File: src/rtl/fp_multiplier_pipe.sv
// Three-stage pipelined floating-point multiplier with RNE rounding, flush-to-zero,
// special-value handling and a valid/ready handshake on both sides.
module fp_multiplier_pipe #(
  parameter int floatsize     = 32,
  parameter int exponentsize  = 8,
  parameter int exponent_bias = 2**(exponentsize-1)-1
) (
  input  logic                 clk,
  input  logic                 rst_n,
  input  logic                 in_valid,
  output logic                 in_ready,
  input  logic [floatsize-1:0] argumenta,
  input  logic [floatsize-1:0] argumentb,
  output logic                 out_valid,
  input  logic                 out_ready,
  output logic [floatsize-1:0] out,
  output logic                 overflow,
  output logic                 underflow
);

  localparam int SIG_W  = floatsize - exponentsize - 1;
  localparam int MAN_W  = SIG_W + 1;
  localparam int PROD_W = 2 * MAN_W;
  localparam int EXP_W  = exponentsize + 2;
  localparam logic [exponentsize-1:0] EXP_ONES = '1;
  localparam logic [floatsize-1:0]    QNAN     = {1'b0, EXP_ONES, 1'b1, {(SIG_W-1){1'b0}}};

  typedef enum logic [1:0] {CLS_NORM, CLS_ZERO, CLS_INF, CLS_NAN} cls_t;

  function automatic logic [SIG_W:0] round_rne(input logic [SIG_W-1:0] sig,
                                               input logic guard, input logic sticky);
    return {1'b0, sig} + {{SIG_W{1'b0}}, guard & (sticky | sig[0])};
  endfunction

  // Returns {overflow, underflow, word}; no denormal results are produced.
  function automatic logic [floatsize+1:0] saturate(input logic sign,
                                                    input logic signed [EXP_W-1:0] e,
                                                    input logic [SIG_W-1:0] sig);
    if (!e[EXP_W-1] && (e[EXP_W-2:0] >= {1'b0, EXP_ONES}))
      return {2'b10, sign, EXP_ONES, {SIG_W{1'b0}}};
    if (e[EXP_W-1] || (e == '0))
      return {2'b01, sign, {(floatsize-1){1'b0}}};
    return {2'b00, sign, e[exponentsize-1:0], sig};
  endfunction

  logic advance;
  logic vld_p0, vld_p1, vld_p2;

  assign advance   = !vld_p2 || out_ready;
  assign in_ready  = advance;
  assign out_valid = vld_p2;

  // Stage 1: unpack and classify
  logic [exponentsize-1:0] exp_a, exp_b;
  logic [SIG_W-1:0]        frac_a, frac_b;
  logic                    zero_a, zero_b, inf_a, inf_b, nan_a, nan_b;
  logic signed [EXP_W-1:0] exp_sum;
  cls_t                    cls_in;

  assign exp_a  = argumenta[floatsize-2 -: exponentsize];
  assign exp_b  = argumentb[floatsize-2 -: exponentsize];
  assign frac_a = argumenta[SIG_W-1:0];
  assign frac_b = argumentb[SIG_W-1:0];
  assign zero_a = (exp_a == '0);
  assign zero_b = (exp_b == '0);
  assign inf_a  = (exp_a == EXP_ONES) && (frac_a == '0);
  assign inf_b  = (exp_b == EXP_ONES) && (frac_b == '0);
  assign nan_a  = (exp_a == EXP_ONES) && (frac_a != '0);
  assign nan_b  = (exp_b == EXP_ONES) && (frac_b != '0);
  assign exp_sum = $signed({2'b00, exp_a}) + $signed({2'b00, exp_b})
                 - $signed(EXP_W'(exponent_bias));

  always_comb begin
    cls_in = CLS_NORM;
    if (nan_a || nan_b || (inf_a && zero_b) || (inf_b && zero_a)) cls_in = CLS_NAN;
    else if (inf_a || inf_b)                                         cls_in = CLS_INF;
    else if (zero_a || zero_b)                                       cls_in = CLS_ZERO;
  end

  logic                    sign_p0, sign_p1;
  cls_t                    cls_p0, cls_p1;
  logic signed [EXP_W-1:0] exp_p0, exp_p1;
  logic [MAN_W-1:0]        man_a_p0, man_b_p0;
  logic [PROD_W-1:0]       prod_p1;

  always_ff @(posedge clk) begin
    if (advance) begin
      sign_p0  <= argumenta[floatsize-1] ^ argumentb[floatsize-1];
      cls_p0   <= cls_in;
      exp_p0   <= exp_sum;
      man_a_p0 <= {1'b1, frac_a};
      man_b_p0 <= {1'b1, frac_b};
      // Stage 2: significand product
      sign_p1  <= sign_p0;
      cls_p1   <= cls_p0;
      exp_p1   <= exp_p0;
      prod_p1  <= PROD_W'(man_a_p0) * PROD_W'(man_b_p0);
    end
  end

  // Stage 3: normalise, round, pack
  logic [PROD_W-2:0]       norm;
  logic signed [EXP_W-1:0] exp_n, exp_r;
  logic [SIG_W:0]          rnd;
  logic [floatsize+1:0]    sat_word;
  logic [floatsize-1:0]    res_word;
  logic                    res_ovf, res_unf;

  // norm drops the leading one, so its top bits are the fraction proper.
  assign norm     = prod_p1[PROD_W-1] ? prod_p1[PROD_W-2:0] : {prod_p1[PROD_W-3:0], 1'b0};
  assign exp_n    = exp_p1 + $signed(EXP_W'(prod_p1[PROD_W-1]));
  assign rnd      = round_rne(norm[PROD_W-2 -: SIG_W], norm[PROD_W-2-SIG_W],
                              |norm[PROD_W-3-SIG_W:0]);
  assign exp_r    = exp_n + $signed(EXP_W'(rnd[SIG_W]));
  assign sat_word = saturate(sign_p1, exp_r, rnd[SIG_W-1:0]);

  always_comb begin
    res_word = sat_word[floatsize-1:0];
    res_ovf  = sat_word[floatsize+1];
    res_unf  = sat_word[floatsize];
    case (cls_p1)
      CLS_NAN: begin
        res_word = QNAN;
        res_ovf  = 1'b0;
        res_unf  = 1'b0;
      end
      CLS_INF: begin
        res_word = {sign_p1, EXP_ONES, {SIG_W{1'b0}}};
        res_ovf  = 1'b0;
        res_unf  = 1'b0;
      end
      CLS_ZERO: begin
        res_word = {sign_p1, {(floatsize-1){1'b0}}};
        res_ovf  = 1'b0;
        res_unf  = 1'b0;
      end
      default: ;
    endcase
  end

  always_ff @(posedge clk or negedge rst_n) begin
    if (!rst_n) begin
      vld_p0    <= 1'b0;
      vld_p1    <= 1'b0;
      vld_p2    <= 1'b0;
      out       <= '0;
      overflow  <= 1'b0;
      underflow <= 1'b0;
    end else if (advance) begin
      vld_p0    <= in_valid;
      vld_p1    <= vld_p0;
      vld_p2    <= vld_p1;
      out       <= res_word;
      overflow  <= res_ovf;
      underflow <= res_unf;
    end
  end

endmodule

File: config.mk
export PLATFORM = sky130hd
export DESIGN_NAME = fp_multiplier_pipe
export DESIGN_NICKNAME = d
export VERILOG_FILES = /design/src/rtl/fp_multiplier_pipe.sv
export SDC_FILE = /design/constraint.sdc
export NUM_CORES = 2
export LEC_CHECK = 0
export ABC_AREA = 1
export ABC_CLOCK_PERIOD_IN_PS = 6000
export CAP_MARGIN = 5
export CORE_MARGIN = 8
export CORE_UTILIZATION = 48
export DETAILED_ROUTE_END_ITERATION = 8
export PLACE_DENSITY = 0.68
export SLEW_MARGIN = 5
export SYNTH_ARGS = -nofsm -noshare
export SYNTH_HDL_FRONTEND = slang
export SYNTH_SLANG_ARGS = --single-unit
File: constraint.sdc
create_clock -name clk -period 6 [get_ports clk]
set_input_delay 0.9 -clock clk [delete_from_list [all_inputs] [get_ports clk]]
set_output_delay 0.9 -clock clk [all_outputs]
set_load 0.005 [all_outputs]
==> results.md <==
- The average instance in the mapped netlist occupies around 8.2 sq um.
- The sequential cell area in the final layout is about 4500 sq um.
- In this run the critical register-to-register path is launched from man_a_p0[13].
- The clock reaches the later pin of the worst-skew pair after between 0.4 and 0.5 ns.
- The final reports fail on negative setup slack.
- The combined area of the multi-input logic cells is ~19000 sq um.
- The slack of the critical path is -0.168 ns.
- The critical path class is reg -> reg.
- For the pin with the worst max-slew slack, the measured transition is roughly 1.1 ns.
- The global-route congestion overflow total is 0.
- For this run, the top clock speed supported by timing is 162 MHz.
- The setup clock skew after layout is 0.0170 ns.
- The first TritonRoute pass finished after 6 iterations.
- For this run, the number of Yosys warnings is 0.
- The average wire per standard cell is ~17 microns.
- The area added between synthesis and finish is 22.4%.
- The initial antenna violation count is 0.
- TritonCTS created 17 clock buffers.
- The category of the worst setup path capture point is a register.
- The total area inside the core boundary comes to 55200 sq um.
- Setup repair after global routing could not meet its margin everywhere.
- The final hold violation count is 0.
- In this run the remaining antenna-violating nets after routing total 0.
- After clock tree synthesis, the clock-pin slew on the worst setup and hold paths is approximately 0.07 ns.
- STA puts the critical path data required time at roughly 6.3 ns.
- The first global-routing pass estimated about 120 mm of wire.
- The via count of the first global-routing pass was ~22000.
- In the layout the commonest cells are inv_1 (937), nand2_1 (787), fa_1 (472).
- The number of violations reported at the end of detailed-routing iteration 0 is roughly 1500.
- Along the worst path, the maximum fanout reaches 7.
- Setup violations remaining at the end of the flow were counted as 26.
- The data arrival time of the worst path is around 6.4 ns.
- The initial cell density of the core is approximately half.
- The fraction of the core area covered by cells at the end of the flow is between 50 and 60%.
- The number of input and output port buffers inserted is about 100.
- The async set-or-reset flop fraction in the synthesized netlist is between 20% and 30%.
- The number of nets in the synthesized netlist is around 4000.
- The launch instance of the worst min-delay path is exp_p0[4].
- Before CTS, the worst setup slack after placement is -0.407 ns.
- Across the run, the number of max-cap violations was 0.
- The initialized floorplan defines 86 standard-cell rows.
- The global placement routability congestion is 0.940.
- The count of cell types in the netlist is 44.
- For this design, the CTS-stage hold fixing added 0 buffers.
- Among all flip-flop cells after synthesis, the most frequent one is edfxtp_1.
- Fill cells in the final layout number about 4800.
- The finished layout holds 4345 standard cells, fillers aside.
- In the routed design, unresolved DRC markers number 0.
- The CTS tree is yes.
- The flow ran to the end, but the final reports show violations.
- The number of nets in the layout is 4326.
- The smallest clock period supported by the final layout is computed as 6.17 ns.
- The first element of the critical path is man_a_p0[13].
- Cells with a size suffix above 1 make up 16.8% of the layout.
- The buffer type at the clock tree root is clkbuf_16.
- Measured against its own limit, the worst slew margin works out to ~23%.
- CTS built an H-tree with a depth of 4.
- The final wirelength is about 73 mm.
- The worst slack on hold paths is ~0.42 ns.
- The area of the die is about 64000 sq um.
- After legalization and detailed placement, the total HPWL measured 59.5 mm.
- The leading cell type in the layout, fill and taps excluded is inv_1.
- The vias per cell is ~5.0.
- The clock net sink count is between 150 and 200.
- The worst setup path is launched from a register.
- The total number of vias is about 22000.
- The max-slew violation count came to 0.
- The post-synthesis sequential area ratio is around 17%.
- The gate count after technology mapping is 3288.
- The min-delay analysis places its worst path in the category reg -> reg.
- Counting flops and latches in the post-synthesis netlist gives 157.
- The number of enable-type register cells in the synthesized netlist is 120.
- The number of antenna diodes in the final layout is 0.
- The width of the die is 253 microns.
- Dividing the final minimum period by the clock period gives 103%.
- The longest clock path from root to sink contains 2 buffers.
- Entering global routing, the biggest net connects 90 pins.
- The synthesized netlist occupies a cell area of around 27000 sq um.
- The number of primary I/O pins is around 100.
- Counting tap cells, the placed design contains a total of roughly 4300 instances.
- The vertical die dimension is 253 microns.
- The overall global routing resource usage is 23.2%.
-- final timing paths --
path	endpoint	slack (ns)	cells after the start
setup / recovery	prod_p1[36]	-0.17	26
hold / removal	exp_p1[4]	0.42	0
setup reg to reg	prod_p1[36]	-0.17	26
hold reg to reg	exp_p1[4]	0.42	0
max in group asynchronous	out[29]	4.84	2
min in group asynchronous	out[6]	0.82	2
-- Yosys cell counts (6+ instances only) --
master	count	area share, %
ha_1	190	8.8
nor4_1	18	0.42
dfrtp_1	37	3.4
o21ai_2	16	0.52
xnor2_1	22	0.72
a21o_1	7	0.20
nor2_4	6	0.25
a21oi_1	72	1.3
xor2_1	31	1.0
nand2_1	830	12
nand4_1	21	0.49
buf_6	6	0.25
o21ai_1	23	0.43
o21ai_0	48	0.89
o211ai_1	6	0.17
edfxtp_1	120	13
nor2_1	129	1.8
inv_1	981	14
nand3_1	60	1.1
fa_1	484	36
nor3_1	17	0.32
clkbuf_1	96	1.3
o21a_1	12	0.34
o21bai_1	6	0.17
-- area by class of cell --
cell class | count | share of cell area [%]
Timing Repair Buffer | 381 | 11.4
Sequential cell | 157 | 13.8
Clock buffer | 17 | 1.29
Clock inverter | 15 | 0.517
Tap cell | 748 | 2.84
Inverter | 990 | 11.3
Multi-Input combinational cell | 2037 | 58.9
-- layer usage --
metal | vias to the layer above | part of all wire (%) | global-route usage, %
met1 | 10500 | 40 | 29.4
met4 | 0 | 3.4 | 7.75
met5 | - | 0 | 0
met2 | 739 | 49 | 39.4
met3 | 141 | 7.3 | 5.04
li1 | 10100 | - | -
-- metrics by stage --
step | area, sq um | setup TNS (ns)
floorplan | 26900 | 0
global placement | 30700 | -6.19
detailed placement | 30700 | -7.63
CTS | 32300 | -2.17
global route | 32900 | -8.39
finish | 32900 | -2.91
-- timing repair --
action / in CTS / in global routing
gates resized for setup: 183 / 172
pin swaps: 67 / 59
buffers inserted: 28 / 8
endpoints found under the setup margin: 33 / 35
cloned: 3 / 0
-- cells by family after synthesis --
logic type / share of synthesized area (%)
XOR/XNOR: 1.73
adder cells (fa/ha/maj): 44.9
AND/OR/NAND/NOR: 16.6
flip-flops: 16.8
buffers and inverters: 15.5
AO/OA/AOI/OAI: 4.44
-- critical path: stages (launching register included) --
cell and delay, ns:
edfxtp_1 0.44, buf_6 0.17, buf_16 0.14, nand2_1 0.07, inv_2 0.04, fa_1 0.53, inv_1 0.05, fa_1 0.51
inv_2 0.05, fa_1 0.49, fa_2 0.57, fa_2 0.45, fa_1 0.49, inv_1 0.06, fa_1 0.49, inv_2 0.05
ha_4 0.30, nand2_4 0.08, buf_4 0.13, nor2_1 0.07, inv_1 0.08, nor2_2 0.16, nand4_1 0.15, nand2_2 0.17
nand2_2 0.07, nand3_1 0.07, nand2_1 0.05
-- registers in the layout, indices dropped and copies added (netlist names) --
signal / cells
cls_p0: 2
cls_p1: 2
exp_p0: 10
exp_p1: 10
man_a_p0: 23
man_b_p0: 23
out: 32
out_valid: 1
overflow: 1
prod_p1: 48
sign_p0: 1
sign_p1: 1
underflow: 1
vld_p0: 1
vld_p1: 1
Power is left out: the tool's default activity adds up to more than one toggle a clock period on the data nets, which glitch-free logic cannot reach.
